$ cat src/rtl/bit_stream_monitor.sv
// Bit stream monitor: tracks the last 8 accepted bits, counts transitions and run
// lengths, flags stuck-at runs and detects a programmable 4-bit pattern.
module bit_stream_monitor #(
    parameter int         CNT_W   = 8,
    parameter logic [3:0] PATTERN = 4'b1011,
    parameter int         MAX_RUN = 6
) (
    input  logic             clk,
    input  logic             rst,
    input  logic             in_bit,
    input  logic             in_valid,
    input  logic             clear,
    output logic [7:0]       history,
    output logic [CNT_W-1:0] edge_count,
    output logic [CNT_W-1:0] run_len,
    output logic             stuck,
    output logic             stuck_val,
    output logic             match
);

    typedef enum logic [1:0] {
        S_EMPTY = 2'd0,
        S_RUN   = 2'd1,
        S_STUCK = 2'd2
    } state_t;

    localparam logic [CNT_W-1:0] CNT_ZERO  = {CNT_W{1'b0}};
    localparam logic [CNT_W-1:0] CNT_ONE   = {{(CNT_W-1){1'b0}}, 1'b1};
    localparam logic [CNT_W-1:0] CNT_MAX   = {CNT_W{1'b1}};
    localparam logic [CNT_W-1:0] MAX_RUN_C = CNT_W'(MAX_RUN);

    function automatic logic [CNT_W-1:0] sat_inc(input logic [CNT_W-1:0] v);
        if (v == CNT_MAX) begin
            return v;
        end else begin
            return v + CNT_ONE;
        end
    endfunction

    state_t           state_r;
    logic [7:0]       history_r;
    logic [CNT_W-1:0] edge_count_r;
    logic [CNT_W-1:0] run_len_r;
    logic             stuck_r;
    logic             stuck_val_r;
    logic             match_r;
    logic [2:0]       fill_r;

    logic [7:0]       hist_next_s;
    logic [2:0]       fill_next_s;
    logic [CNT_W-1:0] run_inc_s;
    logic [CNT_W-1:0] edge_inc_s;
    logic             same_s;
    logic             match_next_s;

    // Next-value terms used when a bit is accepted this cycle.
    always_comb begin
        hist_next_s  = {history_r[6:0], in_bit};
        run_inc_s    = sat_inc(run_len_r);
        edge_inc_s   = sat_inc(edge_count_r);
        same_s       = (in_bit == history_r[0]);
        if (fill_r == 3'd4) begin
            fill_next_s = 3'd4;
        end else begin
            fill_next_s = fill_r + 3'd1;
        end
        // Fill gating keeps pre-reset or zero-filled history from forming a match.
        match_next_s = (fill_next_s == 3'd4) && (hist_next_s[3:0] == PATTERN);
    end

    // Run-tracking FSM with all outputs registered; rst outranks clear, clear outranks data.
    always_ff @(posedge clk) begin
        if (rst || clear) begin
            state_r      <= S_EMPTY;
            history_r    <= 8'h00;
            edge_count_r <= CNT_ZERO;
            run_len_r    <= CNT_ZERO;
            stuck_r      <= 1'b0;
            stuck_val_r  <= 1'b0;
            match_r      <= 1'b0;
            fill_r       <= 3'd0;
        end else if (in_valid) begin
            history_r <= hist_next_s;
            fill_r    <= fill_next_s;
            match_r   <= match_next_s;
            case (state_r)
                S_EMPTY: begin
                    run_len_r <= CNT_ONE;
                    state_r   <= S_RUN;
                end
                S_RUN: begin
                    if (same_s) begin
                        run_len_r <= run_inc_s;
                        if (run_inc_s >= MAX_RUN_C) begin
                            state_r     <= S_STUCK;
                            stuck_r     <= 1'b1;
                            stuck_val_r <= in_bit;
                        end else begin
                            state_r <= S_RUN;
                        end
                    end else begin
                        edge_count_r <= edge_inc_s;
                        run_len_r    <= CNT_ONE;
                        state_r      <= S_RUN;
                        stuck_r      <= 1'b0;
                    end
                end
                S_STUCK: begin
                    if (same_s) begin
                        run_len_r <= run_inc_s;
                        state_r   <= S_STUCK;
                    end else begin
                        edge_count_r <= edge_inc_s;
                        run_len_r    <= CNT_ONE;
                        state_r      <= S_RUN;
                        stuck_r      <= 1'b0;
                    end
                end
                default: begin
                    state_r      <= S_EMPTY;
                    history_r    <= 8'h00;
                    edge_count_r <= CNT_ZERO;
                    run_len_r    <= CNT_ZERO;
                    stuck_r      <= 1'b0;
                    stuck_val_r  <= 1'b0;
                    match_r      <= 1'b0;
                    fill_r       <= 3'd0;
                end
            endcase
        end else begin
            match_r <= 1'b0;
        end
    end

    assign history    = history_r;
    assign edge_count = edge_count_r;
    assign run_len    = run_len_r;
    assign stuck      = stuck_r;
    assign stuck_val  = stuck_val_r;
    assign match      = match_r;

endmodule

$ cat config.mk
export PLATFORM = sky130hd
export DESIGN_NAME = bit_stream_monitor
export DESIGN_NICKNAME = d
export VERILOG_FILES = /design/src/rtl/bit_stream_monitor.sv
export SDC_FILE = /design/constraint.sdc
export NUM_CORES = 1
export LEC_CHECK = 0
export ABC_AREA = 1
export ABC_CLOCK_PERIOD_IN_PS = 2200
export BUFFER_PORTS_ARGS = -buffer_cell sky130_fd_sc_hd__buf_2
export CAP_MARGIN = 20
export CORE_ASPECT_RATIO = 1.2
export CORE_MARGIN = 2
export CORE_UTILIZATION = 55
export DETAILED_ROUTE_END_ITERATION = 10
export PLACE_DENSITY = 0.79
export SETUP_SLACK_MARGIN = 0.4
export SYNTH_ARGS = -nofsm -noshare
export SYNTH_HDL_FRONTEND = slang
export SYNTH_SLANG_ARGS = --single-unit
$ cat constraint.sdc
create_clock -name clk -period 2.2 [get_ports clk]
set_input_delay 0.11 -clock clk [delete_from_list [all_inputs] [get_ports clk]]
set_output_delay 0.11 -clock clk [all_outputs]
set_load 0.1 [all_outputs]
## After elaboration in Yosys (flattened, before gate mapping)

Index checks and enable logic that the tools add are counted.

| word-level totals | value |
|---|---|
| register bits | 32 |
| input bits | 5 |
| output and inout port bits | 27 |
| word-level logic and storage cells | 60 |

| operators by class | value |
|---|---|
| add/sub/neg operators | 3 |
| order comparisons | 1 |
| eq/ne operators | 14 |
| muxes and demuxes | 20 |
| bitwise logic cells | 4 |
| reduce and logical (&&, ||, !) cells | 10 |

Operators by type and width:

| cell | number |
|---|---|
| $mux W8 | 5 |
| $pmux W8 S2 | 2 |
| $add A8 B1 Y8 const B | 2 |
| $eq A8 B8 Y1 const B | 2 |
| $reduce_and A4 Y1 | 3 |
| $ne A2 B2 Y1 const B | 5 |
| $ge A8 B3 Y1 const B | 1 |
| $eq A3 B3 Y1 const B | 2 |
| $mux W2 | 3 |
| $mux W3 | 2 |
| $pmux W2 S3 | 1 |
| $reduce_or A3 Y1 | 2 |
| $mux W1 | 5 |
| $eq A4 B4 Y1 const B | 1 |
| $not A1 Y1 | 4 |
| $reduce_or A2 Y1 | 2 |
| $add A3 B1 Y3 const B | 1 |
| $ne A3 B3 Y1 const B | 1 |
| $pmux W1 S3 | 1 |
| $eq A2 B1 Y1 const B | 1 |
| $eq A2 B2 Y1 const B | 1 |
| $logic_not A2 Y1 | 1 |
| $pmux W1 S2 | 1 |
| $eq A1 B1 Y1 | 1 |
| 2 further kinds | 2 |

## Logic depth before layout (Yosys ltp)

Gate-level depths: netlist of the first run.

| logic depth | value |
|---|---|
| depth after elaboration | 6 |
| mapped depth | 13 |
| mapped depth without buffers | 13 |

## Worst setup path after synthesis of the first run

OpenSTA, ideal clock, no wires.

| timing path | value |
|---|---|
| path type | flip-flop to flip-flop |
| from | reg edge_count_r[1] (netlist: edge_count[1]) |
| to | reg edge_count_r[5] (netlist: edge_count[5]) |
| library setup time | 0.111 ns |
| arrival | 2.230 ns |
| data required time | 2.089 ns |
| slack | -0.141 ns |
| cell stages (with the launch flop) | 12 |
| path buffers | 0 |
| period minus slack after synthesis | 2.341 ns |
| path through | dfxtp_1 > ha_1 > nand2_1 > inv_1 > nand3_1 > inv_2 > nand4_1 > nand3_2 > nor2_2 > a21o_1 > nand3_1 > inv_1 |

| between the ends | value |
|---|---|
| cells in the longest elaborated chain, start to end | 4 |
| elaborated cells on any way between the ends | 7 |
| those cells by class | add/sub: 1; eq/ne: 2; mux: 3; reduce/logical: 1 |

RTL lines:

| element | RTL line | source |
|---|---|---|
| from (decl) | 42 | `logic [CNT_W-1:0] edge_count_r;` |
| from (signal assigned) | 102 | `edge_count_r <= edge_inc_s;` |
| from (signal assigned) | 113 | `edge_count_r <= edge_inc_s;` |
| $add A8 B1 Y8 | 36 | `return v + CNT_ONE;` |
| $mux W8 | 33 | `if (v == CNT_MAX) begin` |
| $mux W8 | 92, 109 |  |
| $pmux W8 S2 | 86 | `case (state_r)` |

Parallel ways exist; a longest one is shown, timed or not. The select of a mux whose other input is x is not followed.
A chain may end at the register's enable or synchronous reset.

## Worst setup path after layout of the first run

| timing path | value |
|---|---|
| from | reg run_len_r[0] (netlist: run_len[0]) |
| to | reg stuck_val_r (netlist: stuck_val) |

| between the ends | value |
|---|---|
| cells in the longest elaborated chain, start to end | 5 |
| elaborated cells on any way between the ends | 6 |
| those cells by class | add/sub: 1; order compare: 1; eq/ne: 2; mux: 1; reduce/logical: 1 |

RTL lines:

| element | RTL line | source |
|---|---|---|
| from (decl) | 43 | `logic [CNT_W-1:0] run_len_r;` |
| from (signal assigned) | 93 | `run_len_r <= run_inc_s;` |
| from (signal assigned) | 110 | `run_len_r <= run_inc_s;` |
| $add A8 B1 Y8 / $eq A8 B8 Y1 (equally long branches) | 36, 33 |  |
| $mux W8 (*) | 33 |  |
| $ge A8 B3 Y1 (*) | 94 | `if (run_inc_s >= MAX_RUN_C) begin` |
| $ne A2 B2 Y1 (no line) (*) | -- |  |
| $reduce_and A4 Y1 (no line) (*) | -- |  |
| to (signal assigned) | 97 | `stuck_val_r <= in_bit;` |
| to (decl) | 45 | `logic stuck_val_r;` |

Mark *: on every way between the ends. The rest lies on a longest branch, timed or not.

==> summary.txt, run 1 <==
Run status - complete, no violations
CTS root buffer - sky130_fd_sc_hd__clkbuf_4
Highest routed metal layer - met4
Capturing element type of the critical path - flip-flop
Ordered cell list for the critical path - ha_1, nand2_2, nor2_4, nand2_4, clkinv_2, nor2_4, nor2_2, nor2_2, nand3_2, nand4_1, nand2_1, nor2_1
X dimension of the die - 55.2 µm
Clock transition time at the flip-flop clock pins of the worst setup and hold paths - 0.10 ns
Smallest hold slack - 0.0128 ns
Std cell rows - 22
Vias in the first global route - 1550
Net count after synthesis - 251
Synthesis-to-layout area growth - 19.6%
Vias - 1611
Critical path launch point type - flip-flop
Met3 wire length - 174 µm
Post-layout net count - 288
Cell area after layout - 0.00207 mm²
Mapped Cells - 236
Main combinational cell family by area after synthesis - simple AND/OR/NAND/NOR gates
Cell types with the highest counts after synthesis - sky130_fd_sc_hd__nand2_1 (45), sky130_fd_sc_hd__inv_1 (38), sky130_fd_sc_hd__dfxtp_1 (32)
Core area - 0.00303 mm²
Kind of cell adding the most delay to the critical path - simple AND/OR/NAND/NOR gates
Transition time at the pin with the least slew margin - 0.486 ns
Proportion of synthesized area in mux cells - 0%
Synth top area cells - sky130_fd_sc_hd__dfxtp_1 (37%), sky130_fd_sc_hd__nand2_1 (9.8%), sky130_fd_sc_hd__inv_1 (8.2%)
Type of the worst setup path - reg2reg
Number of sinks handled by clock tree synthesis - 32
Count of buffers from port buffering - 31
Total Wirelength - 3.58 mm
TritonRoute pass-1 iters - 4
Prevailing post-synth register cell - sky130_fd_sc_hd__dfxtp_1
Largest area contributor in the synthesized netlist - sky130_fd_sc_hd__dfxtp_1
Data required time of the worst path - 2.48 ns
Number of flops mapped to enable cells by yosys - 0
Number of H-tree levels - 2
Post-synthesis adder-cell area fraction - 7.23%
Share of flip-flops with an asynchronous set or reset after synthesis - 0%
DRC errors left - 0
Number of antenna diodes - 0
Largest net degree at the start of global routing - 15
Share of cells above drive strength 1 - 30.7%
Final setup violation count - 0
Violation count after the first detailed-route iteration - 42
Max Root-Sink Buffers - 2
Post-synthesis instance area - 0.00173 mm²
Skew final - 0.00721 ns
Number of unique standard cell types used by synthesis - 35
Wirelength per Cell - 11.5 µm
Maximum resistive drop on vdd - 0.493 mV
Flip-flop and latch count after synthesis - 32
Total I/O pin count - 32
RSZ-0062 raised after global routing - true
Total overflow reported by the global router - 0
Die ar. - 0.00361 mm²
Number of buffers inserted to repair setup after CTS - 0
WL met1 - 1.55 mm
Data arrival at the endpoint of the critical path - 1.90 ns
Fraction of synthesized cell area taken by the top area cell type - 37.0%
WP buf/inv - 1
Post-synthesis share of cell area spent on xor and xnor gates - 1.52%
Antenna violations before repair - 0
Placement-stage cell area - 0.00196 mm²
Estimated wirelength of the detail-placed design - 2.75 mm
Wire length of the first global-routing pass - 6.31 mm
GR Util All Layers - 21.8%
Final cell count without fillers - 310
Part of the Yosys area used for sequential elements - 37.0%
CTS tree - yes
Max Fanout on Critical Path - 7
Simple-gate share of the synthesized area - 28.3%
Hold/Removal Path Class - in2reg
Power per cell area - 537 mW/mm²
Minimum clock period - 1.62 ns
Final Wtd Congestion - 0.875
TNS Setup - 0 ns
Slowest cell on the critical path - sky130_fd_sc_hd__dfxtp_4
TritonCTS Buffers - 5
Die Height - 65.5 µm
Vias per Instance - 5.20
Remaining antenna violation count - 0
Static Leak - 0.976 nW
Starting utilization of the core area - 57.2%
Maximum achievable frequency - 615 MHz
Synthesis warning total - 0
Maximum Capacitance Violations - 0
Compound-gate portion of the synthesized area - 15.2%
Avg Synthesized Cell Area - 7.34 µm²
Final critical-path share of the clock period - 73.9%
Critical Path Max Stage Delay - 0.37 ns
Worst slew margin relative to its limit - 67.8%
Met2 Routed Length - 1.77 mm
Top-count cell post-synth - sky130_fd_sc_hd__nand2_1
Cell total after placement - 302
Final hold violation count - 0
Clk_lat worst skew - 0.33 ns
Max-slew violations - 0
[per-stage QoR]
stage          worst slack [ns]  power [mW]  utilization (%)
2_1_floorplan             0.354       0.664                -
3_3_place_gp              0.501       0.686             64.6
3_5_place_dp              0.415       0.686             64.6
4_1_cts                   0.409        1.12             67.3
5_1_grt                   0.370        1.15             68.4
6_report                  0.575        1.11             68.4
[flip-flops by register name, summed over array words and instances (netlist names)]
register / flops
state_r: 2
run_len: 8
fill_r: 3
stuck: 1
history: 8
edge_count: 8
stuck_val: 1
match: 1
[path summary, 6_finish.rpt]
check | depth (start not counted) | slack (ns) | to | start
setup / recovery | 12 | 0.58 | stuck_val | run_len[0]
hold / removal | 3 | 0.01 | history[0] | in_bit
setup reg to reg | 12 | 0.58 | stuck_val | run_len[0]
hold reg to reg | 2 | 0.47 | history[7] | history[7]
[worst reg2reg max path, cell delays in order, from the launching register on]
cell and delay [ns]:
sky130_fd_sc_hd__dfxtp_4 0.37, sky130_fd_sc_hd__ha_1 0.23, sky130_fd_sc_hd__nand2_2 0.12, sky130_fd_sc_hd__nor2_4 0.06, sky130_fd_sc_hd__nand2_4 0.10, sky130_fd_sc_hd__clkinv_2 0.09, sky130_fd_sc_hd__nor2_4 0.09, sky130_fd_sc_hd__nor2_2 0.05
sky130_fd_sc_hd__nor2_2 0.13, sky130_fd_sc_hd__nand3_2 0.11, sky130_fd_sc_hd__nand4_1 0.10, sky130_fd_sc_hd__nand2_1 0.05, sky130_fd_sc_hd__nor2_1 0.09
[cell type report]
| class | instances | area (µm²) |
|---|---|---|
| clock buffer | 6 | 41.3 |
| inverter | 48 | 181 |
| clock inverter | 2 | 35.0 |
| sequential | 32 | 672 |
| multi-input combinational | 155 | 941 |
| tap | 36 | 45.0 |
| timing repair buffer | 31 | 155 |
| fill | 279 | 957 |
[power breakdown]
part | internal, mW | switching (mW)
clock network | 0.238 | 0.196
logic | 0.0246 | 0.0680
registers | 0.580 | 0.00436
total | 0.843 | 0.269
[placed cells by master (no fill, tap or decap), types with 3 or more instances in the layout]
cell	instances
sky130_fd_sc_hd__nand3_1	14
sky130_fd_sc_hd__o21ai_1	4
sky130_fd_sc_hd__inv_2	8
sky130_fd_sc_hd__inv_1	38
sky130_fd_sc_hd__nor2_4	4
sky130_fd_sc_hd__nand2_1	45
sky130_fd_sc_hd__nor2_2	7
sky130_fd_sc_hd__ha_1	9
sky130_fd_sc_hd__a21oi_1	8
sky130_fd_sc_hd__buf_2	31
sky130_fd_sc_hd__dfxtp_4	4
sky130_fd_sc_hd__dfxtp_1	15
sky130_fd_sc_hd__o22ai_1	10
sky130_fd_sc_hd__nor3_1	4
sky130_fd_sc_hd__dfxtp_2	13
sky130_fd_sc_hd__nand4_1	4
sky130_fd_sc_hd__a31oi_1	3
sky130_fd_sc_hd__o21ai_0	10
sky130_fd_sc_hd__clkbuf_4	5
sky130_fd_sc_hd__nor2_1	11
[routing by layer]
layer	vias up	track usage, %
li1	847	-
met1	714	23.5
met4	0	9.45
met5	-	0
met3	10	6.50
met2	40	39.4
[kinds of logic after synthesis]
logic type               count (synthesis)
flip-flops                              32
adder cells (fa/ha/maj)                 10
AND/OR/NAND/NOR                         98
XOR/XNOR                                 3
buffers and inverters                   49
AO/OA/AOI/OAI                           44
[what timing repair did]
action / 4_1_cts / 5_1_grt
pin swaps: 0 / 1
resized for setup: 1 / 7
hold endpoints to repair: 0 / 0
endpoints found under the setup margin: 1 / 12
hold buffers: 0 / 0
(Power assumes the default switching activity.)
==> run 2: changes to the inputs <==
--- a/config.mk
+++ b/config.mk
@@ -6,7 +6,7 @@
 export NUM_CORES = 1
 export LEC_CHECK = 0
 export ABC_AREA = 1
-export ABC_CLOCK_PERIOD_IN_PS = 2200
+export ABC_CLOCK_PERIOD_IN_PS = 1600
 export BUFFER_PORTS_ARGS = -buffer_cell sky130_fd_sc_hd__buf_2
 export CAP_MARGIN = 20
 export CORE_ASPECT_RATIO = 1.2
==> constraint.sdc (replaced) <==
create_clock -name clk -period 1.6 [get_ports clk]
set_input_delay 0.08 -clock clk [delete_from_list [all_inputs] [get_ports clk]]
set_output_delay 0.08 -clock clk [all_outputs]
set_load 0.1 [all_outputs]
==> run 2 against run 1 <==
  * The run now ends with negative setup slack left
  * Combinational power up 110%
  * Die area unchanged
  * Global-route usage up 5.9 points
  * Routed wire length up 52%
  * Setup slack worse by 0.61 ns
  * Cell count up 9.4%
  * Via count up 16%
  * Flip-flop and latch count unchanged
  * Maximum frequency down 0.86%
  * Sequential power up 35%
  * First-iteration DRC count up 110%
==> summary.txt, run 2 (synthesized netlist as in run 1, its figures left out) <==
Most used cells in the layout excluding fill and tap cells - sky130_fd_sc_hd__nand2_1 (39), sky130_fd_sc_hd__buf_4 (37), sky130_fd_sc_hd__inv_1 (30)
Total Wirelength - 5.43 mm (+52%)
Filler Cell Count - 166 (-41%)
Synthesis-to-layout area growth - 50.2%
Run status - finished, violations left
Vias - 1865 (+16%)
Sequential cell area - 704 µm² (+4.8%)
Maximum Capacitance Violations - 0 (unchanged)
Worst Setup Slack post-DPL - -0.0835 ns (-0.499 ns)
Largest net degree at the start of global routing - 15 (unchanged)
Maximum achievable frequency - 610 MHz (-0.86%)
Global-route met3 utilization - 6.10% (-0.39 points)
Vias per Instance - 5.50 (+5.9%)
Clk_lat worst skew - 0.35 ns (+0.02 ns)
Count of buffers from port buffering - 31 (unchanged)
TNS Setup - -0.102 ns (-0.102 ns)
Data required time of the worst path - 1.85 ns (-0.63 ns)
Most Crowded Layer GR - met2
Overall power consumption - 1.61 mW (+45%)
Wire length of the first global-routing pass - 7.91 mm (+25%)
Die ar. - 0.00361 mm² (unchanged)
Max Root-Sink Buffers - 2 (unchanged)
CTS root buffer - sky130_fd_sc_hd__clkbuf_4
Final setup violation count - 4 (+4)
Met1 GRT Util - 32.3% (+8.8 points)
Std cell rows - 22 (unchanged)
Worst slew margin relative to its limit - 67.9% (about the same)
Wirelength per Cell - 16.0 µm (+39%)
X dimension of the die - 55.2 µm (unchanged)
Starting utilization of the core area - 57.2% (unchanged)
Transition time at the pin with the least slew margin - 0.485 ns (-0.000958 ns)
Final critical-path share of the clock period - 102% (+29 points)
Die Height - 65.5 µm (unchanged)
Critical path launch point type - flip-flop
Power per cell area - 620 mW/mm² (+16%)
Core area - 0.00303 mm² (unchanged)
Skew final - 0.00799 ns (+0.000778 ns)
Vias in the first global route - 1730 (+12%)
Final Wtd Congestion - 0.855 (-2.3%)
Violations in the final reports - negative setup slack
Max-slew violations - 0 (unchanged)
Most frequent cell on the critical path - sky130_fd_sc_hd__inv_2
Max Fanout on Critical Path - 5 (-2)
Post-layout net count - 317 (+10%)
Capturing element type of the critical path - flip-flop
Ordered cell list for the critical path - ha_4, nand2_2, inv_2, nand3_2, inv_2, nand4_1, nand3_4, nor2_4, a21o_1, nand3_1, inv_1
TritonCTS Buffers - 5 (unchanged)
Minimum setup slack in the final design - -0.0389 ns (-0.614 ns)
GR Util All Layers - 27.7% (+5.9 points)
Minimum clock period - 1.64 ns (+0.0142 ns)
Number of antenna diodes - 0 (unchanged)
Estimated wirelength of the detail-placed design - 3.02 mm (+9.7%)
Share of cells above drive strength 1 - 51.8% (+21 points)
Slowest cell on the critical path - sky130_fd_sc_hd__dfxtp_4
Multi-input logic area - 0.00112 mm² (+19%)
Final hold violation count - 0 (unchanged)
Critical Path Max Stage Delay - 0.39 ns (+0.02 ns)
TritonRoute pass-1 iters - 4 (unchanged)
Commonest non-fill, non-tap cell in the layout - sky130_fd_sc_hd__nand2_1
Total I/O pin count - 32 (unchanged)
Total overflow reported by the global router - 0 (unchanged)
Type of the worst setup path - reg2reg
Hold/Removal Path Class - in2reg
Global-route track usage on met2 - 50.1% (+11 points)
Clock transition time at the flip-flop clock pins of the worst setup and hold paths - 0.10 ns (about the same)
Remaining antenna violation count - 0 (unchanged)
Antenna violations before repair - 0 (unchanged)
Number of sinks handled by clock tree synthesis - 32 (unchanged)
DRC errors left - 0 (unchanged)
Data arrival at the endpoint of the critical path - 1.89 ns (about the same)
RSZ-0062 raised after global routing - true
Maximum resistive drop on vdd - 0.730 mV (+48%)
Violation count after the first detailed-route iteration - 88 (+110%)
Number of H-tree levels - 2 (unchanged)
Static Leak - 1.15 nW (+18%)
Hold-fix buffer count after cts - 0 (unchanged)
CTS tree - yes
==> run 2: cell count changes in the layout (fill, tap and decap cells not counted), moves of 5 or more <==
cell | previous run | this run
sky130_fd_sc_hd__dfxtp_4 | 4 | 13
sky130_fd_sc_hd__buf_4 | 0 | 37
sky130_fd_sc_hd__buf_2 | 31 | 10
sky130_fd_sc_hd__clkbuf_4 | 5 | 10
sky130_fd_sc_hd__dfxtp_1 | 15 | 7
sky130_fd_sc_hd__inv_1 | 38 | 30
sky130_fd_sc_hd__buf_6 | 0 | 5
sky130_fd_sc_hd__nand2_1 | 45 | 39
sky130_fd_sc_hd__nand2_2 | 1 | 6
==> run 2: worst paths after layout <==
kind | startpoint | end | slack [ns] | depth (start not counted)
setup / recovery | edge_count[0] | edge_count[5] | -0.04 | 11
hold / removal | in_bit | history[0] | 0.02 | 3
setup reg to reg | edge_count[0] | edge_count[5] | -0.04 | 11
hold reg to reg | edge_count[6] | edge_count[6] | 0.49 | 1
==> run 2: area by class of cell <==
cell class / count / area share (%)
multi-input cells: 156 / 43.0
flip-flops and latches: 32 / 27.1
repair buffers: 59 / 17.7
inverters: 48 / 7.55
well taps: 36 / 1.73
clock buffers: 6 / 1.59
clock inverters: 2 / 1.35
==> run 2: worst max-delay path, delay by kind of cell, from the launching register on <==
| family | cells | cell delay, ns |
|---|---|---|
| compound gates | 1 | 0.15 |
| fa+ha+maj | 1 | 0.16 |
| buf+inv | 3 | 0.17 |
| flops | 1 | 0.39 |
| simple gates | 6 | 0.68 |
==> run 2: where the power goes <==
group	internal, mW	total [mW]	switching, mW
combinational	0.0705	0.196	0.126
sequential	0.783	0.790	0.00691
clock	0.327	0.628	0.300
==> run 2: stage by stage <==
stage	util [%]	instances	instance area, µm²	hold WS, ns
floorplan	-	236	1890	0.173
global placement	70.0	307	2120	0.355
detailed placement	70.0	307	2120	0.361
CTS	81.6	333	2470	0.00982
global route	85.9	339	2600	0.0312
finish	85.9	339	2600	0.0189
==> run 2: timing repair <==
item                       in CTS  in global routing
gates resized for setup        44                 24
setup buffers                  17                  6
pin swaps                      20                  9
setup endpoints to repair      46                 41
cloned                          1                  0
==> run 2: routing by layer <==
metal  vias up  part of all wire [%]
met1       864                    38
li1        909                     -
met5         -                     0
met3        25                   5.4
met4         0                   5.1
met2        67                    51
